==> src/rtl/utils_pkg.sv <==
// Shared word type and Gray/binary conversion helpers for the dual-clock FIFO controllers.
package utils_pkg;

  localparam int unsigned WordWidth   = 8;
  localparam int unsigned MaxPtrWidth = WordWidth;

  typedef logic [WordWidth-1:0] word_t;
  typedef logic [WordWidth-1:0] gray_ptr_t;

  function automatic word_t bin_to_gray(input word_t b);
    return b ^ (b >> 1);
  endfunction

  function automatic word_t gray_to_bin(input word_t g);
    word_t b;
    b[WordWidth-1] = g[WordWidth-1];
    for (int i = WordWidth - 2; i >= 0; i--) begin
      b[i] = b[i+1] ^ g[i];
    end
    return b;
  endfunction

endpackage

==> src/rtl/gray_ptr_sync.sv <==
// Multi-flop synchroniser for a Gray-coded pointer crossing into the local clock domain.
module gray_ptr_sync
  import utils_pkg::*;
#(
  parameter int unsigned SyncStages = 2
) (
  input  logic      clk_i,
  input  logic      rst_ni,
  input  gray_ptr_t ptr_gray_i,
  output gray_ptr_t ptr_gray_o
);

  gray_ptr_t r_sync [SyncStages];

  always_ff @(posedge clk_i or negedge rst_ni) begin
    if (!rst_ni) begin
      for (int i = 0; i < SyncStages; i++) r_sync[i] <= '0;
    end else begin
      r_sync[0] <= ptr_gray_i;
      for (int i = 1; i < SyncStages; i++) r_sync[i] <= r_sync[i-1];
    end
  end

  assign ptr_gray_o = r_sync[SyncStages-1];

endmodule

==> src/rtl/async_fifo_rd_ctrl.sv <==
// Read-side controller of a dual-clock FIFO: pointer sync, RAM fetch and valid/ready output stage.
// Optional registered fill level on level_o when ASYNC_FIFO_RD_LEVEL_EN is defined.
module async_fifo_rd_ctrl
  import utils_pkg::*;
#(
  parameter int unsigned AddrWidth  = 4,
  parameter int unsigned DataWidth  = 8,
  parameter int unsigned SyncStages = 2
) (
  input  logic                 clk_i,
  input  logic                 rst_ni,
  input  gray_ptr_t            wr_ptr_gray_i,
  output gray_ptr_t            rd_ptr_gray_o,
  output logic                 mem_ren_o,
  output logic [AddrWidth-1:0] mem_raddr_o,
  input  logic [DataWidth-1:0] mem_rdata_i,
  output logic [DataWidth-1:0] data_o,
  output logic                 valid_o,
  input  logic                 ready_i,
  output logic                 empty_o
`ifdef ASYNC_FIFO_RD_LEVEL_EN
  , output logic [AddrWidth:0] level_o
`endif
);

  localparam int unsigned PtrW = AddrWidth + 1;

  if ((AddrWidth + 1 > MaxPtrWidth) || (SyncStages < 2)) begin : g_param_check
    $fatal(1, "async_fifo_rd_ctrl: AddrWidth+1 must be <= %0d and SyncStages >= 2", MaxPtrWidth);
  end

  gray_ptr_t       w_wr_gray_sync;
  word_t           w_wr_bin;
  logic            w_unused;
  logic            w_ram_empty;
  logic            w_fetch;
  logic [PtrW-1:0] w_rd_ptr_nxt;
  logic [PtrW-1:0] r_rd_ptr;
  gray_ptr_t       r_rd_gray;
  logic            r_valid;

  gray_ptr_sync #(
    .SyncStages(SyncStages)
  ) u_wr_ptr_sync (
    .clk_i      (clk_i),
    .rst_ni     (rst_ni),
    .ptr_gray_i (wr_ptr_gray_i),
    .ptr_gray_o (w_wr_gray_sync)
  );

  assign w_wr_bin     = gray_to_bin(w_wr_gray_sync);
  assign w_unused     = ^w_wr_bin;
  assign w_ram_empty  = (w_wr_bin[PtrW-1:0] == r_rd_ptr);
  // Fetch whenever the output register is free or being drained this cycle.
  assign w_fetch      = !w_ram_empty && (!r_valid || ready_i);
  assign w_rd_ptr_nxt = r_rd_ptr + {{(PtrW-1){1'b0}}, 1'b1};

  always_ff @(posedge clk_i or negedge rst_ni) begin
    if (!rst_ni) begin
      r_rd_ptr  <= '0;
      r_rd_gray <= '0;
      r_valid   <= 1'b0;
    end else begin
      if (w_fetch) begin
        r_rd_ptr  <= w_rd_ptr_nxt;
        r_rd_gray <= bin_to_gray(word_t'(w_rd_ptr_nxt));
        r_valid   <= 1'b1;
      end else if (ready_i) begin
        r_valid   <= 1'b0;
      end
    end
  end

`ifdef ASYNC_FIFO_RD_LEVEL_EN
  logic [PtrW-1:0] w_level_nxt;
  logic [PtrW-1:0] r_level;

  assign w_level_nxt = w_wr_bin[PtrW-1:0] - r_rd_ptr;

  always_ff @(posedge clk_i or negedge rst_ni) begin
    if (!rst_ni) r_level <= '0;
    else         r_level <= w_level_nxt;
  end

  assign level_o = r_level;
`endif

  assign rd_ptr_gray_o = r_rd_gray;
  assign mem_ren_o     = w_fetch;
  assign mem_raddr_o   = r_rd_ptr[AddrWidth-1:0];
  assign data_o        = mem_rdata_i;
  assign valid_o       = r_valid;
  assign empty_o       = !r_valid;

endmodule

==> config.mk <==
export PLATFORM = sky130hd
export DESIGN_NAME = async_fifo_rd_ctrl
export DESIGN_NICKNAME = d
export VERILOG_FILES = /design/src/rtl/utils_pkg.sv /design/src/rtl/gray_ptr_sync.sv /design/src/rtl/async_fifo_rd_ctrl.sv
export SDC_FILE = /design/constraint.sdc
export NUM_CORES = 1
export LEC_CHECK = 0
export BUFFER_PORTS_ARGS = -buffer_cell sky130_fd_sc_hd__buf_2
export CORE_MARGIN = 4
export CORE_UTILIZATION = 35
export DETAILED_ROUTE_END_ITERATION = 12
export GPL_TIMING_DRIVEN = 0
export PLACE_DENSITY = 0.66
export RECOVER_POWER = 50
export SLEW_MARGIN = 20
export SYNTH_ARGS = -nofsm -noshare
export SYNTH_HDL_FRONTEND = slang
export SYNTH_SLANG_ARGS = --single-unit
==> constraint.sdc <==
create_clock -name clk_i -period 4.1 [get_ports clk_i]
set_input_delay 1.23 -clock clk_i [delete_from_list [all_inputs] [get_ports clk_i]]
set_output_delay 1.23 -clock clk_i [all_outputs]
set_load 0.02 [all_outputs]
==> qor.txt, run 1 <==
Achievable Freq - 272.2 MHz
initial antenna violation count - 0
Vias/cell - 4.328
Synth Flop Type - dfrtp_1
Max IR drop VDD - 0.2331 mV
DRT Pass-1 Iters - 4
startpoint types - register
first-pass GRT wire length - 3.105 mm
Synth async-reset ratio - 100.0%
Routed Antenna Nets - 0
final routed DRC violation total - 0
Synth cell types - 30
Max H-tree Level - 1
synthesis-to-layout area growth - 20.75%
Core Box Area - 0.003337 mm²
Static Leak - 0.7219 nW
worst path required time - 2.87 ns
synth top area cells - dfrtp_1 (54%), buf_4 (6.8%), mux2_4 (6.2%)
crit end category - output pin
Slew Limit Fails - 0
die width - 66.71 µm
Site Rows - 21
Syn Area/Cell - 13.11 µm²
Finish-stage setup viols - 0
Hold/Removal Path Class - reg2reg
R2R setup slack - 1.73 ns
layout cells sized above 1 - 42.97%
setup ws final - 0.4268 ns
Post-synth EDFFs - 0
DP Area - 0.001421 mm²
post-synth top area share - 53.94%
RSZ-0062 raised after global routing - false
Period Utilization, post-route - 89.59%
global route overflow - 0
Slew HR - 14.33%
postcts setup bufs - 0
Die ar. - 0.004450 mm²
Initial DRC Count - 7
CTS buffer count - 3
CP max stage delay - 0.53 ns
Final min period - 3.673 ns
register area share after synthesis - 53.94%
Final #Nets - 149
Ant. Diodes - 0
status - finished clean
Clock Tree Buf Depth - 2
Total GRT Usage - 9.097%
Worst Max-Slew Pin Slew - 1.285 ns
I/O pin count - 42
Reg clk slew, reported paths - 0.13 ns
power per cell area - 679.5 mW/mm²
mapped cell area - 0.001206 mm²
CP arrival - 2.44 ns
root buf cell - clkbuf_4
initial core utilization - 36.15%
Max-cap violations - 0
vias - 753
fillers - 322
TritonCTS clock tree - done
CP max-delay cell - a2111oi_4
Worst Path Max Fanout - 7
Crit Path Class - reg2out
Syn. warnings - 0
area leader, netlist - dfrtp_1
post_cts resized - 0
Port Buf Inserts - 30
Post-Place Setup Slack - 0.6259 ns
WL final - 1.904 mm
worst skew pair latency - 0.31 ns
Hold Buf Count CTS - 0
RD Place Congestion - 0.7823
total power - 0.9896 mW
Gate Count Post-Synth - 92
largest net degree at the start of global routing - 27
Die Span Y - 66.71 µm
CTS Sinks - 26
cell area after layout - 0.001456 mm²
clock skew - 0.006838 ns
Sum Neg Setup Slack - 0 ns
number of global-route vias before repair - 771
Yosys reg bits - 26
Hold Violations, Final - 0
wire length per cell - 10.94 µm
crit-path cells - xnor3_2 > or3b_1 > a2111oi_4 > nor3_4 > buf_2
-- synthesized netlist by cell type (2+ instances only) --
| library cell | count |
|---|---|
| xor2_1 | 8 |
| dfrtp_1 | 26 |
| buf_2 | 2 |
| nand2b_1 | 2 |
| mux2i_1 | 2 |
| inv_1 | 2 |
| xnor2_1 | 7 |
| nor3_1 | 4 |
| mux2_4 | 5 |
| nand2_1 | 3 |
| nand4_1 | 2 |
| buf_4 | 11 |
-- power breakdown --
group          internal (mW)  total, mW  leakage [nW]  switching, mW
clock                 0.0541      0.123        0.0210         0.0693
sequential             0.314      0.359         0.301         0.0451
combinational          0.247      0.507         0.400          0.261
total                  0.614      0.990         0.722          0.375
-- layer usage --
layer  vias to the layer above  wire (µm)  GRT usage [%]
met3                         2        228          2.698
met1                       353        710          8.974
met5                         -          0              0
met2                        36        950          17.33
li1                        362          -              -
met4                         0         14          3.807
-- worst paths after layout --
path                                        startpoint                     endpoint  depth (start not counted)
setup / recovery           u_wr_ptr_sync.ptr_gray_o[3]                    mem_ren_o                          5
hold / removal                u_wr_ptr_sync.r_sync[15]  u_wr_ptr_sync.ptr_gray_o[7]                          0
setup reg to reg           u_wr_ptr_sync.ptr_gray_o[3]             rd_ptr_gray_o[0]                          5
hold reg to reg               u_wr_ptr_sync.r_sync[15]  u_wr_ptr_sync.ptr_gray_o[7]                          0
max in group asynchronous                       rst_ni                  r_rd_ptr[4]                          1
min in group asynchronous                       rst_ni             rd_ptr_gray_o[2]                          1
-- final cells by class --
cell class	instances	area, µm²	share of cell area [%]
clock buffer	4	36.28	2.491
timing repair buffer	30	148.9	10.22
sequential	26	650.6	44.67
inverter	2	7.507	0.5155
buffer	14	96.34	6.615
multi-input combinational	52	459.2	31.53
tap	46	57.56	3.952
-- through the flow --
step	utilization [%]	hold WS, ns	cells
4_1_cts	43.68	0.3670	174
2_1_floorplan	-	0.3312	94
6_report	43.64	0.3636	174
3_3_place_gp	42.59	0.3326	170
3_5_place_dp	42.59	0.3347	170
5_1_grt	43.64	0.3733	174
-- state kept, by name (all words and copies together) (netlist names) --
name,count
r_rd_ptr,5
u_wr_ptr_sync.r_sync,8
u_wr_ptr_sync.ptr_gray_o,8
valid_o,1
rd_ptr_gray_o,4
-- cells by family after synthesis --
| group | count (synthesis) | synth area share (%) |
|---|---|---|
| AO/OA/AOI/OAI | 5 | 4.564 |
| AND/OR/NAND/NOR | 19 | 9.856 |
| other | 1 | 0.3109 |
| adder cells (fa/ha/maj) | 1 | 1.037 |
| multiplexers | 8 | 8.817 |
| XOR/XNOR | 16 | 12.86 |
| flip-flops | 26 | 53.94 |
| buffers and inverters | 16 | 8.610 |
-- critical path: cells and delay by family, from the launching register on --
kind	cells	cell delay, ns
AOI/OAI and AO/OA	1	0.53
and+or+nand+nor	2	0.55
DFF	1	0.43
xor gates and xnor gates	1	0.44
buffers and inverters	1	0.19
-- cells in the final DEF (no fill, tap or decap), drive strengths merged, types with 2 or more instances in the layout --
cell type	n
xor2	8
conb	3
mux2	6
nand2b	2
nand4	2
nand2	3
dfrtp	26
nor3	5
xnor2	7
clkbuf	6
mux2i	2
inv	2
buf	42
(Power assumes the default switching activity.)
==> inputs of run 2 (changes only) <==
--- a/config.mk
+++ b/config.mk
@@ -5,6 +5,7 @@
 export SDC_FILE = /design/constraint.sdc
 export NUM_CORES = 1
 export LEC_CHECK = 0
+export ABC_AREA = 1
 export BUFFER_PORTS_ARGS = -buffer_cell sky130_fd_sc_hd__buf_2
 export CORE_MARGIN = 4
 export CORE_UTILIZATION = 35
==> qor.txt, run 2 <==
Commonest cells post-synth - dfrtp_1 (26), nand2_1 (23), nand2_2 (16)
Sum Neg Setup Slack - 0 ns (unchanged)
Max-cap violations - 0 (unchanged)
worst skew pair latency - 0.32 ns (about the same)
number of global-route vias before repair - 850 (+10%)
most frequent cell after synthesis - dfrtp_1
final routed DRC violation total - 0 (unchanged)
initial antenna violation count - 0 (unchanged)
CTS buffer count - 3 (unchanged)
layout cells sized above 1 - 42.17% (-0.80 points)
gr busiest metal - met2
most frequent cells in the layout - buf_2 (29), dfrtp_1 (26), nand2_1 (23)
global route overflow - 0 (unchanged)
Max IR drop VDD - 0.4022 mV (+73%)
Routed Antenna Nets - 0 (unchanged)
status - finished clean
vias - 908 (+21%)
Initial DRC Count - 9 (+2)
Post-synth EDFFs - 0 (unchanged)
die width - 68.39 µm (+2.5%)
Synth Flop Type - dfrtp_1
RSZ-0062 raised after global routing - false
met3 Resource Use GR - 2.299% (-0.40 points)
post_cts resized - 0 (unchanged)
Slew Limit Fails - 0 (unchanged)
postcts setup bufs - 0 (unchanged)
RD Place Congestion - 0.7554 (-3.4%)
cell area after layout - 0.001543 mm² (+5.9%)
CP arrival - 2.18 ns (-0.26 ns)
Synth async-reset ratio - 100.0% (unchanged)
Port Buf Inserts - 30 (unchanged)
Period Utilization, post-route - 83.14% (-6.5 points)
synthesis-to-layout area growth - 20.88%
commonest non-fill, non-tap cell in the layout - buf_2
Worst Path Max Fanout - 10 (+3)
Finish-stage setup viols - 0 (unchanged)
Global Route met1 Usage - 10.09% (+1.1 points)
register area share after synthesis - 50.98% (-3.0 points)
post-synth top area share - 50.98% (-3.0 points)
mapped cell area - 0.001276 mm² (+5.8%)
Hold Violations, Final - 0 (unchanged)
Worst Max-Slew Pin Slew - 1.315 ns (+0.03028 ns)
Final min period - 3.409 ns (-0.2645 ns)
root buf cell - clkbuf_4
Hold Buf Count CTS - 0 (unchanged)
Non-Filler Instances - 212 (+22%)
Reg clk slew, reported paths - 0.13 ns (about the same)
Achievable Freq - 293.4 MHz (+7.8%)
Synth cell types - 22 (-27%)
Syn Area/Cell - 9.817 µm² (-25%)
Yosys reg bits - 26 (unchanged)
worst path required time - 2.87 ns (about the same)
power per cell area - 653.5 mW/mm² (-3.8%)
Site Rows - 21 (unchanged)
Total GRT Usage - 10.20% (+1.1 points)
Slew HR - 12.31% (-2.0 points)
met2 global-route usage - 19.79% (+2.5 points)
Clock Tree Buf Depth - 2 (unchanged)
first-pass GRT wire length - 3.539 mm (+14%)
Max H-tree Level - 1 (unchanged)
largest net degree at the start of global routing - 27 (unchanged)
initial core utilization - 37.36% (+1.2 points)
Die ar. - 0.004677 mm² (+5.1%)
Ant. Diodes - 0 (unchanged)
TritonCTS clock tree - done
Crit Path Class - reg2out
startpoint types - register
wire length per cell - 9.967 µm (-8.9%)
I/O pin count - 42 (unchanged)
Core Box Area - 0.003416 mm² (+2.4%)
Die Span Y - 68.39 µm (+2.5%)
Gate Count Post-Synth - 130 (+41%)
Placed Cells - 208 (+22%)
area leader, netlist - dfrtp_1
DP Area - 0.001491 mm² (+4.9%)
DRT Pass-1 Iters - 4 (unchanged)
crit end category - output pin
Vias/cell - 4.283 (-1.0%)
Static Leak - 0.8358 nW (+16%)
WL final - 2.113 mm (+11%)
synth top area cells - dfrtp_1 (51%), nand2_2 (7.8%), nand2_1 (6.8%)
post-DP HPWL - 1.705 mm
Final #Nets - 187 (+26%)
Post-Place Setup Slack - 0.7986 ns (+0.1727 ns)
Syn. warnings - 0 (unchanged)
Hold/Removal Path Class - reg2reg
setup ws final - 0.6913 ns (+0.2645 ns)
CTS Sinks - 26 (unchanged)
clock skew - 0.009020 ns (+0.002182 ns)
Hold WS - 0.3626 ns (-0.001011 ns)
[run 2: path summary, 6_finish.rpt]
check | start | to | depth (start not counted) | slack [ns]
worst max-delay path | u_wr_ptr_sync.ptr_gray_o[7] | mem_ren_o | 16 | 0.69
worst min-delay path | u_wr_ptr_sync.r_sync[13] | u_wr_ptr_sync.ptr_gray_o[5] | 0 | 0.36
worst max register to register | u_wr_ptr_sync.ptr_gray_o[7] | r_rd_ptr[1] | 15 | 2.25
worst min register to register | u_wr_ptr_sync.r_sync[13] | u_wr_ptr_sync.ptr_gray_o[5] | 0 | 0.36
max in group asynchronous | rst_ni | u_wr_ptr_sync.r_sync[9] | 1 | 2.16
min in group asynchronous | rst_ni | rd_ptr_gray_o[0] | 1 | 1.17
[run 2: cell families after synthesis]
family / share of synthesized area (%)
AO/OA/AOI/OAI: 0.7843
other: 0.2938
XOR/XNOR: 6.176
AND/OR/NAND/NOR: 28.92
buffers and inverters: 11.86
flip-flops: 50.98
adder cells (fa/ha/maj): 0.9802
[run 2: layer usage]
layer / vias to the layer above / share of wire (%)
li1: 460 / -
met1: 414 / 37
met2: 30 / 54
met3: 4 / 7.9
met4: 0 / 1.4
met5: - / 0
[run 2: stage by stage]
step	power (mW)	utilization, %
2_1_floorplan	0.7310	-
3_3_place_gp	0.8342	43.66
3_5_place_dp	0.8473	43.66
4_1_cts	1.022	45.20
5_1_grt	1.091	45.16
6_report	1.008	45.16
[run 2: final cells by class]
type	instances	area (µm²)
Fill cell	326	1873
Tap cell	46	57.56
Sequential cell	26	650.6
Buffer	13	106.4
Clock inverter	1	30.03
Multi-Input combinational cell	81	481.7
Clock buffer	3	22.52
Inverter	12	45.04
Timing Repair Buffer	30	148.9
[run 2: report_power, final]
part	leakage [nW]	internal [mW]	switching [mW]
combinational	0.499	0.190	0.276
clock	0.0279	0.0988	0.0728
sequential	0.309	0.312	0.0585
[run 2: worst max-delay path: stages (launching register included)]
cell	delay (ns)
dfrtp_1	0.42
nand2_1	0.09
inv_1	0.05
nor2_2	0.08
nand2_2	0.09
nand2_2	0.09
nand2_4	0.06
nand2_2	0.06
nand2_2	0.05
nand2_2	0.07
nand2_1	0.07
nand3b_1	0.14
nand3_4	0.17
nand2_4	0.12
buf_12	0.13
inv_1	0.04
buf_2	0.15
